## src/rtl/fsm_interval_timer.sv

```systemverilog
// Prescaled interval timer answering the display FSM's initCount/contBETval handshake.
// Optional TIMER_PAUSE_EN macro adds a hold input that freezes timing while in RUN.
module fsm_interval_timer #(
  parameter int PRESCALE = 50000000,
  parameter int COUNT_W  = 3
) (
  input  logic               clock,
  input  logic               reset,
  input  logic               initCount,
  input  logic [COUNT_W-1:0] countVal,
`ifdef TIMER_PAUSE_EN
  input  logic               hold,
`endif
  output logic               contBETval,
  output logic [COUNT_W-1:0] count,
  output logic               tick
);

  localparam int PS_W = (PRESCALE > 1) ? $clog2(PRESCALE) : 1;
  localparam logic [PS_W-1:0] PS_MAX = PS_W'(PRESCALE - 1);
  localparam logic [COUNT_W-1:0] CNT_MAX = '1;

  typedef enum logic [1:0] {
    IDLE = 2'd0,
    RUN  = 2'd1,
    DONE = 2'd2
  } state_e;

  state_e state_q, state_d;

  logic [PS_W-1:0]    pre_q, pre_d;
  logic [COUNT_W-1:0] cnt_q, cnt_d;
  logic [COUNT_W-1:0] tgt_q, tgt_d;
  logic               pulse_q, pulse_d;
  logic               tick_q, tick_d;

  logic hold_w;
  logic reached;
  logic wrap;
  logic in_run;
  logic clr;
  logic load;
  logic fire;
  logic adv;

`ifdef TIMER_PAUSE_EN
  assign hold_w = hold;
`else
  assign hold_w = 1'b0;
`endif

  assign reached = (cnt_q >= tgt_q);
  assign wrap    = (pre_q == PS_MAX);
  assign in_run  = (state_q == RUN);

  // Decoded edge actions; exactly one (or none, while held) is active.
  assign clr  = !initCount;
  assign load = initCount && (state_q != RUN);
  assign fire = initCount && in_run && reached;
  assign adv  = initCount && in_run && !reached && !hold_w;

  always_ff @(posedge clock) begin
    if (!reset) begin
      state_q <= IDLE;
    end else begin
      state_q <= state_d;
    end
  end

  always_comb begin
    state_d = state_q;
    unique case (state_q)
      IDLE: begin
        if (initCount) state_d = RUN;
      end
      RUN: begin
        if (!initCount)   state_d = IDLE;
        else if (reached) state_d = DONE;
      end
      DONE: begin
        state_d = initCount ? RUN : IDLE;
      end
      default: state_d = IDLE;
    endcase
  end

  always_comb begin
    pre_d   = pre_q;
    cnt_d   = cnt_q;
    tgt_d   = tgt_q;
    pulse_d = 1'b0;
    tick_d  = 1'b0;
    unique case (1'b1)
      clr: begin
        pre_d = '0;
        cnt_d = '0;
      end
      load: begin
        tgt_d = countVal;
        pre_d = '0;
        cnt_d = '0;
      end
      fire: begin
        pulse_d = 1'b1;
      end
      adv: begin
        if (wrap) begin
          pre_d  = '0;
          tick_d = 1'b1;
          if (cnt_q != CNT_MAX) cnt_d = cnt_q + 1'b1;
        end else begin
          pre_d = pre_q + 1'b1;
        end
      end
      default: ;
    endcase
  end

  always_ff @(posedge clock) begin
    if (!reset) begin
      pre_q   <= '0;
      cnt_q   <= '0;
      tgt_q   <= '0;
      pulse_q <= 1'b0;
      tick_q  <= 1'b0;
    end else begin
      pre_q   <= pre_d;
      cnt_q   <= cnt_d;
      tgt_q   <= tgt_d;
      pulse_q <= pulse_d;
      tick_q  <= tick_d;
    end
  end

  assign contBETval = pulse_q;
  assign count      = cnt_q;
  assign tick       = tick_q;

endmodule
```

## config.mk

```make
export PLATFORM = sky130hd
export DESIGN_NAME = fsm_interval_timer
export DESIGN_NICKNAME = d
export VERILOG_FILES = /design/src/rtl/fsm_interval_timer.sv
export SDC_FILE = /design/constraint.sdc
export NUM_CORES = 1
export LEC_CHECK = 0
export CAP_MARGIN = 20
export CELL_PAD_IN_SITES_DETAIL_PLACEMENT = 1
export CELL_PAD_IN_SITES_GLOBAL_PLACEMENT = 1
export CORE_MARGIN = 2
export CORE_UTILIZATION = 45
export CTS_CLUSTER_SIZE = 40
export DETAILED_ROUTE_END_ITERATION = 8
export GPL_TIMING_DRIVEN = 0
export PLACE_DENSITY_LB_ADDON = 0.1
export SLEW_MARGIN = 20
export SYNTH_ARGS = -nofsm -noshare
export SYNTH_HDL_FRONTEND = slang
export SYNTH_SLANG_ARGS = --single-unit
```

## constraint.sdc

```tcl
create_clock -name clock -period 3 [get_ports clock]
set_input_delay 0.6 -clock clock [delete_from_list [all_inputs] [get_ports clock]]
set_output_delay 0.6 -clock clock [all_outputs]
set_load 0.01 [all_outputs]
```

==> metrics.yaml <==
run_status: "complete, no violations"
grt_pass1_wl_um: 8310
start_util_pct: 46.5
slew_headroom_pct: 55.5
gp_congestion: 0.856
cap_violations: 0
drive_gt1_share_pct: 7.79
skew_ns: 0.00923
comb_power_share_pct: 6.1
cts_setup_buffers: 0
grt_pass1_vias: 1735
hold_viol_final: 0
postLayoutCoreUtil_pct: 53.3
clock-root-buffer: "clkbuf_8"
p_clk_share_pct: 44.0
cts_max_path_buffers: 2
clkTransAtPathRegs_ns: 0.08
synthesis.area_um2: 1860
critPathCaptureType: "flop"
synth_top_cell_by_area: "dfxtp_1"
vias_per_cell: 6.19
ios: 11
slowest_stage: "clkbuf_1"
drt-initial-drc-count: 61
overflow: 0
cts_made_buffers: 5
crit_buf_inv: 3
synth_ff_type: "dfxtp_1"
core_area_um2: 4000
synth.area.top_cells: "dfxtp_1 39%, xor2_1 4.7%, and3_1 4.0%"
power.leakage_nw: 0.763
diodes: 0
final.setup.tns_ns: 0
drt_wl_total_um: 5130
die_x_um: 68.3
ys_types: 42
peakVddDrop_mv: 0.266
power_density_nw_per_um2: 455
crit_fanout: 10
fp-row-count: 23
port_buffers: 10
path_class: "flop to flop"
finalCritPeriodShare_pct: 80.0
max_freq_ghz: 0.417
worst_pin_slew_ns: 0.664
die_area_um2: 4660
drc_errors: 0
cts_hold_buf: 0
slew_violations: 0
cts-resized-gates: 0
track_usage_pct: 24.4
clk_latency_ns: 0.29
power_switching_mw: 0.223
p_sw_share_pct: 23.0
via_count: 1738
synth_seq_area_share_pct: 38.8
synth_top_area_share_pct: 38.8
die_h_um: 68.3
firstDrtPassIters: 4
cts_max_level: 2
synthCells: 213
synth_seq_cells: 36
clkSinkCount: 36
path_cells: "inv_1 -> ha_1 -> a21oi_1 -> o21a_1 -> clkbuf_1 -> clkbuf_1 -> a41oi_1 -> a311oi_1"
pwr-share-seq_pct: 49.9
cp.arrival_ns: 2.60
rsz0062_at_grt: "no"
synth.yosys.warnings: 0
wl_per_cell_um: 18.2
async_flop_share_pct: 0
hpwl_um: 3830
area_growth_pct: 14.7
syn_nets: 225
grt_max_degree: 13
syn_avg_cell_area_um2: 8.73
hp-class: "flop to flop"
antenna_found_initial: 0
final_nets: 242
cts_tree: "done"
reg2reg_slack_ns: 0.60
crit_family: "buffers and inverters"
critPathLaunchType: "flop"
ant_nets: 0
max_stage_delay_ns: 0.42
cp.required_ns: 3.20
intPower_mw: 0.748
crit_top_cell: "clkbuf_1"
period_needed_ns: 2.40
synth_edf_count: 0
setup_viol: 0
through the flow:
stage	instances	instance area, um^2	setup WS (ns)	hold WS [ns]	power [mW]
floorplan	213	1860	1.03	0.439	0.531
global placement	273	2020	0.522	0.449	0.551
detailed placement	273	2020	0.477	0.480	0.555
CTS	281	2130	0.631	0.501	0.983
global route	281	2130	0.411	0.518	1.01
finish	281	2130	0.601	0.499	0.971
cell usage after synthesis (all sizes together) (2+ instances only):
master   number
o311ai        3
a311oi        3
a21oi         8
nor2b         5
dfxtp        36
and2          2
and4          3
nand2        15
or3           3
nand3        10
o21ai         9
xor2         10
nand2b        3
mux2i         3
a41oi         3
o211ai        5
buf           2
nand3b        4
nor2         18
and3         12
or4           3
nor3          3
nor4          4
or4b          2
inv           6
ha            6
clkbuf        7
o2111ai       3
a31oi        10
nand4         8
power by group through the flow:
stage          Combinational [mW]  Sequential, mW  Clock (mW)
6_report                   0.0596           0.484       0.427
5_1_grt                    0.0662           0.485       0.459
4_1_cts                    0.0594           0.484       0.440
3_5_place_dp               0.0591           0.496           0
3_3_place_gp               0.0559           0.495           0
2_1_floorplan              0.0359           0.495           0
worst register-to-register path, cell delays in order (launching register included):
cell	delay, ns
dfxtp_1	0.35
inv_1	0.06
ha_1	0.29
a21oi_1	0.20
o21a_1	0.15
clkbuf_1	0.37
clkbuf_1	0.42
a41oi_1	0.20
a311oi_1	0.27
state kept, by name (all words and copies together), names as in the netlist:
| name | flops |
|---|---|
| tick | 1 |
| contBETval | 1 |
| count | 3 |
| tgt_q | 3 |
| pre_q | 26 |
| state_q | 2 |
worst paths after layout:
path | from | end | cells past startpoint
max | tgt_q[2] | pre_q[21] | 8
min | pre_q[17] | pre_q[17] | 1
max reg2reg | tgt_q[2] | pre_q[21] | 8
min reg2reg | pre_q[17] | pre_q[17] | 1
cells in the final DEF, fill, tap and decap left out, types with 4 or more instances in the layout:
cell type,n
a31oi_1,10
nor2b_1,5
dfxtp_1,36
xor2_1,10
clkdlybuf4s50_1,10
clkbuf_8,5
nand3_1,10
nand2_1,15
nand3b_1,4
nand4_1,7
a21oi_1,8
o211ai_1,5
clkbuf_1,7
ha_1,6
inv_1,6
nor2_1,17
o21ai_0,7
and3_1,12
cells by family (layout without fill, tap and decap cells):
logic type / Yosys count / count (layout) / synth area share (%)
buffers and inverters: 15 / 33 / 3.50
adders and majority gates: 6 / 6 / 4.04
and+or+nand+nor: 96 / 96 / 30.2
muxes: 3 / 3 / 1.62
xor gates and xnor gates: 10 / 10 / 4.71
AOI/OAI and AO/OA: 47 / 47 / 17.2
DFF: 36 / 36 / 38.8
layer usage:
metal	wire length [um]	part of all wire, %	GRT usage (%)
met1	2230	44	28.4
met5	0	0	0
met4	82	1.6	11.3
met2	2620	51	43.2
met3	193	3.8	4.44
final cells by class:
class / count / area [um^2]
multi-input cells: 162 / 1070
repair buffers: 10 / 100
fillers: 474 / 1870
inverters: 6 / 22.5
well taps: 50 / 62.6
flip-flops and latches: 36 / 721
clock buffers: 5 / 68.8
clock inverters: 3 / 42.5
plain buffers: 9 / 42.5
Note: power is estimated with default switching activity, not from simulation.
